$ cat config.mk
export PLATFORM = sky130hd
export DESIGN_NAME = mem_port_arbiter
export DESIGN_NICKNAME = d
export VERILOG_FILES = /design/src/rtl/mem_arb_pkg.sv /design/src/rtl/mem_arb_pick.sv /design/src/rtl/mem_port_arbiter.sv
export SDC_FILE = /design/constraint.sdc
export NUM_CORES = 1
export LEC_CHECK = 0
export CAP_MARGIN = 10
export CORE_MARGIN = 4
export CORE_UTILIZATION = 36
export CTS_CLUSTER_DIAMETER = 60
export DETAILED_ROUTE_END_ITERATION = 8
export GPL_TIMING_DRIVEN = 0
export PLACE_DENSITY = 0.8
export RECOVER_POWER = 50
export SLEW_MARGIN = 25
export SYNTH_ARGS = -nofsm -noshare
export SYNTH_HDL_FRONTEND = slang
export SYNTH_SLANG_ARGS = --single-unit
$ cat constraint.sdc
create_clock -name clka -period 1.8 [get_ports clka]
set_clock_uncertainty 0.15 [all_clocks]
set_input_delay 0.36 -clock clka [delete_from_list [all_inputs] [get_ports clka]]
set_output_delay 0.36 -clock clka [all_outputs]
set_load 0.01 [all_outputs]
$ cat src/rtl/mem_arb_pkg.sv
`default_nettype none
// ---------------------------------------------------------------------------
// mem_arb_pkg : shared constants and FSM encoding for the memory arbiter
// Rev 1.0
// ---------------------------------------------------------------------------
package mem_arb_pkg;

  localparam int   AW         = 10;
  localparam int   DW         = 16;
  localparam logic PORT_FETCH = 1'b0;
  localparam logic PORT_DATA  = 1'b1;

  typedef enum logic [0:0] {
    P1_PRI   = 1'b0,
    FORCE_P0 = 1'b1
  } arb_state_t;

endpackage
`default_nettype wire

$ cat src/rtl/mem_arb_pick.sv
`default_nettype none
// ---------------------------------------------------------------------------
// mem_arb_pick : combinational grant decision, data port wins unless forced
// Rev 1.0
// ---------------------------------------------------------------------------
module mem_arb_pick
  import mem_arb_pkg::*;
(
  input  logic       p0_req,
  input  logic       p1_req,
  input  arb_state_t state,
  output logic       gnt0,
  output logic       gnt1
);

  always_comb begin
    gnt1 = 1'b0;
    gnt0 = 1'b0;
    if (p1_req && !(p0_req && (state == FORCE_P0))) begin
      gnt1 = 1'b1;
    end else if (p0_req) begin
      gnt0 = 1'b1;
    end
  end

endmodule
`default_nettype wire

$ cat src/rtl/mem_port_arbiter.sv
`default_nettype none
// ---------------------------------------------------------------------------
// mem_port_arbiter : two-port pipelined arbiter in front of a 1-cycle sync RAM
// Rev 1.0
// ---------------------------------------------------------------------------
module mem_port_arbiter
  import mem_arb_pkg::*;
#(
  parameter int AW         = mem_arb_pkg::AW,
  parameter int DW         = mem_arb_pkg::DW,
  parameter int MAX_CONSEC = 4
) (
  input  logic          clka,
  input  logic          reset_n,
  input  logic          p0_req,
  input  logic          p0_we,
  input  logic [AW-1:0] p0_addr,
  input  logic [DW-1:0] p0_wdata,
  output logic          p0_gnt,
  output logic          p0_rvalid,
  output logic [DW-1:0] p0_rdata,
  input  logic          p1_req,
  input  logic          p1_we,
  input  logic [AW-1:0] p1_addr,
  input  logic [DW-1:0] p1_wdata,
  output logic          p1_gnt,
  output logic          p1_rvalid,
  output logic [DW-1:0] p1_rdata,
  output logic          mem_wea,
  output logic [AW-1:0] mem_addra,
  output logic [DW-1:0] mem_dina,
  input  logic [DW-1:0] mem_douta
);

  localparam logic [3:0] c_max = 4'(MAX_CONSEC);

  arb_state_t    r_state;
  logic [3:0]    r_cnt;
  logic          r_tag_vld;
  logic          r_tag_port;
  logic          w_gnt0;
  logic          w_gnt1;
  logic [3:0]    w_cnt_nxt;
  logic          w_we;
  logic [AW-1:0] w_addr;
  logic [DW-1:0] w_wdata;

  mem_arb_pick u_pick (
    .p0_req (p0_req),
    .p1_req (p1_req),
    .state  (r_state),
    .gnt0   (w_gnt0),
    .gnt1   (w_gnt1)
  );

  assign p0_gnt   = w_gnt0;
  assign p1_gnt   = w_gnt1;
  assign p0_rdata = mem_douta;
  assign p1_rdata = mem_douta;

  always_comb begin
    w_we    = w_gnt1 ? p1_we    : p0_we;
    w_addr  = w_gnt1 ? p1_addr  : p0_addr;
    w_wdata = w_gnt1 ? p1_wdata : p0_wdata;
  end

  // Counts data-port wins over a waiting fetch; any fetch grant or idle fetch clears it.
  always_comb begin
    w_cnt_nxt = 4'd0;
    if (p0_req && w_gnt1) begin
      w_cnt_nxt = (r_cnt >= c_max) ? c_max : (r_cnt + 4'd1);
    end
  end

  always_ff @(posedge clka or negedge reset_n) begin
    if (!reset_n) begin
      r_state    <= P1_PRI;
      r_cnt      <= 4'd0;
      r_tag_vld  <= 1'b0;
      r_tag_port <= PORT_FETCH;
      p0_rvalid  <= 1'b0;
      p1_rvalid  <= 1'b0;
      mem_wea    <= 1'b0;
      mem_addra  <= '0;
      mem_dina   <= '0;
    end else begin
      r_cnt <= w_cnt_nxt;
      case (r_state)
        P1_PRI:   if (w_cnt_nxt == c_max) r_state <= FORCE_P0;
        FORCE_P0: if (w_gnt0 || !p0_req)  r_state <= P1_PRI;
        default:  r_state <= P1_PRI;
      endcase

      if (w_gnt0 || w_gnt1) begin
        mem_wea   <= w_we;
        mem_addra <= w_addr;
        mem_dina  <= w_wdata;
      end else begin
        mem_wea <= 1'b0;
      end

      // Tag travels one stage behind the issue register, matching RAM latency.
      r_tag_vld  <= (w_gnt0 || w_gnt1) && !w_we;
      r_tag_port <= w_gnt1 ? PORT_DATA : PORT_FETCH;
      p0_rvalid  <= r_tag_vld && (r_tag_port == PORT_FETCH);
      p1_rvalid  <= r_tag_vld && (r_tag_port == PORT_DATA);
    end
  end

endmodule
`default_nettype wire

# Yosys cells after proc, flatten, opt, wreduce, memory -nomap -nowiden
# Index checks and enable logic that the tools add are counted.
# Widths: inputs -> output; s select.
[totals]
ff_bits = 36
input_bits = 74
output_inout_bits = 63
word_cells = 38
[op_classes]
n_addsub = 1
n_lt_le_gt_ge = 1
n_eq_ne = 1
n_mux = 13
n_bitwise = 2
reduce_logical = 11
[op_table]
columns = ["cell", "n"]
rows = [
  ["$mux 16", 1],
  ["$mux 10", 1],
  ["$mux 1", 8],
  ["$mux 4", 2],
  ["$logic_and 1x1->1", 6],
  ["$add 4x1->4 const B", 1],
  ["$eq 4x3->1 const B", 1],
  ["$ge 4x3->1 const B", 1],
  ["$logic_not 1->1", 3],
  ["$logic_or 1x1->1", 2],
  ["$not 1->1", 2],
  ["$pmux 1 s2", 1],
]

# Depth between registers and ports, before layout
[logic_depth]
word_depth = 9
depth_mapped = 3

# Hierarchy
# Synthesis repeated with hierarchy kept, for this count alone.
[hier_totals]
cells_unflattened = 177
hier_area_um2 = 1818.0
[by_module_without_submodules]
columns = ["mod", "instances", "cells_each", "area_per_inst_um2"]
rows = [
  ["mem_port_arbiter", 1, 174, 1799.2],
  ["mem_arb_pick", 1, 3, 18.8],
]

# Worst setup path after synthesis
# Ideal clock, no wire load.
[synth_timing]
kind = "input -> output"
startpoint = "in p1_req"
endpoint = "out p0_gnt"
t_arrival_ns = 0.924
required_time_ns = 1.290
path_slack_ns = 0.366
stages = 3
path_cell_list = "a21bo_2 buf_6 and2_1"
[synth_via]
elab_chain_cells = 2
[synth_rtl]
columns = ["element", "line", "source"]
rows = [
  ["start: declaration", "mem_port_arbiter.sv:22", "input logic p1_req,"],
  ["$logic_and 1x1->1", "mem_arb_pick.sv:19", "if (p1_req && !(p0_req && (state == FORCE_P0))) begin"],
  ["$mux 1", "mem_arb_pick.sv:19", ""],
  ["end: declaration", "mem_port_arbiter.sv:19", "output logic p0_gnt,"],
]
# Every way passes these cells.

# Final worst setup path
[layout_timing]
startpoint = "reg r_state"
endpoint = "out p1_gnt"
[layout_via]
elab_chain_cells = 4
[layout_rtl]
columns = ["element", "line", "source"]
rows = [
  ["start: declaration", "mem_port_arbiter.sv:37", "arb_state_t r_state;"],
  ["start signal: assignment", "mem_port_arbiter.sv:77", "r_state <= P1_PRI;"],
  ["start signal: assignment", "mem_port_arbiter.sv:89", "P1_PRI: if (w_cnt_nxt == c_max) r_state <= FORCE_P0;"],
  ["start signal: assignment", "mem_port_arbiter.sv:90", "FORCE_P0: if (w_gnt0 || !p0_req) r_state <= P1_PRI;"],
  ["$logic_and 1x1->1", "mem_arb_pick.sv:19", ""],
  ["$logic_not 1->1", "mem_arb_pick.sv:19", ""],
  ["$logic_and 1x1->1", "mem_arb_pick.sv:19", ""],
  ["$mux 1", "mem_arb_pick.sv:19", ""],
  ["end: declaration", "mem_port_arbiter.sv:26", "output logic p1_gnt,"],
]
# Every way passes these cells.

==> parameters.txt <==
Parameter                              Value

Global route
  Antenna violations before repair    0
  Gr ovfl total    0
  Vias in the first global route    roughly 1.7k
  Global-route wire length before repair    7720 µm
  Largest net degree at the start of global routing    20
  Global Route Usage Sum    0.138

Final layout
  Antenna Cells    0
  Fraction of final layout cells sized beyond drive strength 1    0.323
  Post-layout nets    353
  Final core area utilization    0.626
  Layout overhead on the synthesized area    69.1%

Clock tree
  Number of buffers created by CTS    5
  Number of clock sinks seen by CTS    36
  Worst-Skew Late Latency    0.28 ns
  Clock-pin slew on the worst setup and hold paths    0.07 ns
  Number of H-tree branching levels    2
  Cell at the root of the clock tree    sky130_fd_sc_hd__clkbuf_8
  Clock Path Buffers    2
  CTS tree    yes

Routing
  WL/cell    13.3 µm
  Detailed-route wire length on metal 1    about 1900 µm
  First-iteration detailed-routing DRC count    39
  DRT Pass-1 Iters    4
  Total wire length    4680 µm
  Highest metal layer used by the detailed router    met4
  Vias/cell    ~4.3
  Antenna-violating nets left    0
  Number of vias after detailed routing    around 1.5k
  Residual DRC count    0
  Routed wire length on met3    ~450 µm
  Met2 WL post-DR    2260 µm

Timing
  Final period utilization    0.975
  Min Clock Period, post-route    about 1.8 ns
  Worst setup margin    0.0453 ns
  RSZ-0062 raised after global routing    false
  Count of endpoints failing hold in the final timing report    0
  Total setup violations reported at the end of the flow    0
  Highest achievable clock rate    about 0.57 GHz
  Final Slew Violations    0

Logic synthesis
  Summed instance area of the synthesized netlist    between 2000 and 2500 µm²
  Avg Inst Size Synth    about 14 µm²
  Post-synth EDFFs    0
  Share of async-settable or async-resettable flops after synthesis    1.00
  Synthesized instance count    around 150
  Portion of the post-synthesis area used by sequential elements    0.445
  Area share of the largest cell type after synthesis    0.445
  Unique cell type count in the Yosys netlist    22
  Syn Nets    roughly 220
  Most area-consuming cells after synthesis    sky130_fd_sc_hd__dfrtp_1 (44%), sky130_fd_sc_hd__mux2_4 (19%), sky130_fd_sc_hd__buf_4 (12%)
  Number of synthesized register bits    36
  Most instantiated flip-flop cell in the synthesis netlist    sky130_fd_sc_hd__dfrtp_1
  Cell taking the most area after synthesis    sky130_fd_sc_hd__dfrtp_1
  Yosys warns    0

Hold path
  Capture endpoint of the worst hold path    p0_rvalid$_DFF_PN0_
  Worst hold path type    flip-flop to flip-flop
  Count of cells along the worst hold path    1
  Hold Path Origin    r_tag_port$_DFF_PN0_

Floorplan
  Die footprint    approximately 6900 µm²
  Number of primary I/O pins    137
  Row Count    27
  Die extent in y    83.0 µm
  Initial core utilization    0.370
  Floorplan core area    5470 µm²
  Die width    ~83 µm

Pwr
  Lkg Pwr    approximately 0.0016 µW
  Max rail drop VDD    between 0.2 and 0.3 mV
  Internal portion of total power    between 1500 and 2000 µW
  Power per cell area    between 600 and 700 nW/µm²
  Relative contribution of the clock network to total power    0.265
  Sw frac    0.241
  Net switching power of the design    532 µW
  Sequential cell fraction of total power    0.418
  Share of total power in combinational logic    0.318

Placed design
  Last weighted congestion value of the routability-driven placer    between 0.7 and 0.8
  Post-DP HPWL    ~3700 µm
  Place WS    -0.731 ns
  Number of I/O port buffers    120

Worst setup path
  Element type at the critical path start    flip-flop
  Worst R2R Start    r_state$_DFF_PN0_
  Critical path fanouts, max    4
  Worst setup EP type    output port
  Worst path arrival time    ~1.2 ns
  Required time at the endpoint of the critical path    1.29 ns
  FF-to-FF End    mem_dina[0]$_DFFE_PN0P_
  Top Family by Delay on Critical Path    flip-flops
  Setup slack, reg-to-reg    roughly 0.14 ns
  Crit-path slowest cell    sky130_fd_sc_hd__dfrtp_1
  Critical path's largest stage delay    between 0.3 and 0.4 ns
  Count of buffer and inverter cells on the critical path    2
  Reg2Reg Depth    5
  Critical path class    flip-flop to output port
  Cell chain of the critical path    a21bo_4 -> inv_1 -> dlygate4sd2_1

Outcome
  Result of the run    finished, final reports clean

Job
  Reported max-cap violation count    0
-- state kept, by name (all words and copies together) (netlist names) --
name / cells
r_state: 1
p1_rvalid: 1
p0_rvalid: 1
r_tag_port: 1
r_cnt: 4
r_tag_vld: 1
mem_dina: 16
mem_addra: 10
mem_wea: 1
-- power groups by stage --
stage / Clock (µW) / Combinational (µW) / Sequential (µW)
6_report: 584 / 702 / 922
4_1_cts: 615 / 733 / 922
3_5_place_dp: 0 / 727 / 936
3_3_place_gp: 0 / 710 / 934
2_1_floorplan: 0 / 294 / 970
5_1_grt: 653 / 751 / 932
-- layout by cell type, fill, tap and decap left out --
cell	count
sky130_fd_sc_hd__clkbuf_4	1
sky130_fd_sc_hd__mux2_2	11
sky130_fd_sc_hd__clkinv_2	2
sky130_fd_sc_hd__dlygate4sd2_1	2
sky130_fd_sc_hd__nand3b_1	1
sky130_fd_sc_hd__clkdlybuf4s50_1	96
sky130_fd_sc_hd__dlygate4sd3_1	20
sky130_fd_sc_hd__nor2b_1	1
sky130_fd_sc_hd__a21bo_4	1
sky130_fd_sc_hd__dfrtp_1	36
sky130_fd_sc_hd__buf_2	1
sky130_fd_sc_hd__nor4b_1	1
sky130_fd_sc_hd__clkbuf_2	3
sky130_fd_sc_hd__nand2_1	1
sky130_fd_sc_hd__mux2_1	16
sky130_fd_sc_hd__and2_1	2
sky130_fd_sc_hd__clkbuf_8	6
sky130_fd_sc_hd__buf_6	5
sky130_fd_sc_hd__nand3b_2	1
sky130_fd_sc_hd__clkbuf_1	1
sky130_fd_sc_hd__nand2b_1	1
sky130_fd_sc_hd__mux2i_1	2
sky130_fd_sc_hd__mux2_4	25
sky130_fd_sc_hd__ha_1	1
sky130_fd_sc_hd__nor4_1	1
sky130_fd_sc_hd__buf_4	34
sky130_fd_sc_hd__inv_1	2
sky130_fd_sc_hd__nor3_1	1
sky130_fd_sc_hd__nor2_1	2
sky130_fd_sc_hd__conb_1	1
sky130_fd_sc_hd__a21oi_1	1
-- kinds of logic (layout without fill, tap and decap cells) --
family,Yosys count,count (layout),share of synthesized area
mux,54,54,0.347
buf+inv,40,173,0.156
flops,36,36,0.445
simple gates,12,12,0.0371
compound gates,2,2,0.00741
fa+ha+maj,1,1,0.00618
other cells,1,1,0.00185
-- per-stage QoR --
stage                     cells  hold slack, ns  instance area (µm²)  TNS, ns  power, µW
after floorplan             146         -0.0856                 2030        0       1260
after global placement      338           0.249                 3320   -28.15       1640
after detailed placement    339           0.189                 3340    -6.91       1660
after CTS                   350           0.274                 3460        0       2270
after global routing        351           0.280                 3420        0       2340
final                       351           0.272                 3420        0       2210
-- timing repair --
item                                    4_1_cts  5_1_grt
pin swaps                                     0        1
setup buffers                                 3        1
endpoints found under the setup margin        2        1
hold buffers                                  1        0
resized for setup                             8        2
hold endpoints to repair                     17        0
-- per-layer routing --
| metal | vias to the layer above | GRT usage |
|---|---|---|
| met4 | 0 | 0.0535 |
| met5 | - | 0 |
| met2 | 83 | 0.235 |
| met1 | 689 | 0.158 |
| li1 | 728 | - |
| met3 | 8 | 0.0496 |
-- area by class of cell --
| cell class | instances | area (µm²) |
|---|---|---|
| Fill cell | 452 | 2050 |
| Timing Repair Buffer | 126 | 1220 |
| Sequential cell | 36 | 901 |
| Multi-Input combinational cell | 70 | 812 |
| Buffer | 37 | 297 |
| Tap cell | 72 | 90.1 |
| Clock buffer | 6 | 82.6 |
| Clock inverter | 2 | 10.0 |
| Inverter | 2 | 7.51 |
-- cell usage after synthesis, types with 2 or more instances --
cell                      number
sky130_fd_sc_hd__dfrtp_1      36
sky130_fd_sc_hd__mux2_1       15
sky130_fd_sc_hd__mux2i_1       2
sky130_fd_sc_hd__inv_1         2
sky130_fd_sc_hd__and2_1        2
sky130_fd_sc_hd__nor2_1        2
sky130_fd_sc_hd__mux2_2       11
sky130_fd_sc_hd__buf_4        32
sky130_fd_sc_hd__buf_6         6
sky130_fd_sc_hd__mux2_4       26
-- how the worst max path moves through the flow --
stage	from	endpoint	slack [ns]	cells after the start
floorplan	p1_req	p0_gnt	0.37	3
global placement	p0_req	p0_gnt	-0.71	5
detailed placement	p0_req	p0_gnt	-0.73	5
CTS	r_state$_DFF_PN0_	p0_gnt	0.005	3
global route	r_state$_DFF_PN0_	p1_gnt	0.009	3
finish	r_state$_DFF_PN0_	p1_gnt	0.05	3
(Power assumes the default switching activity.)
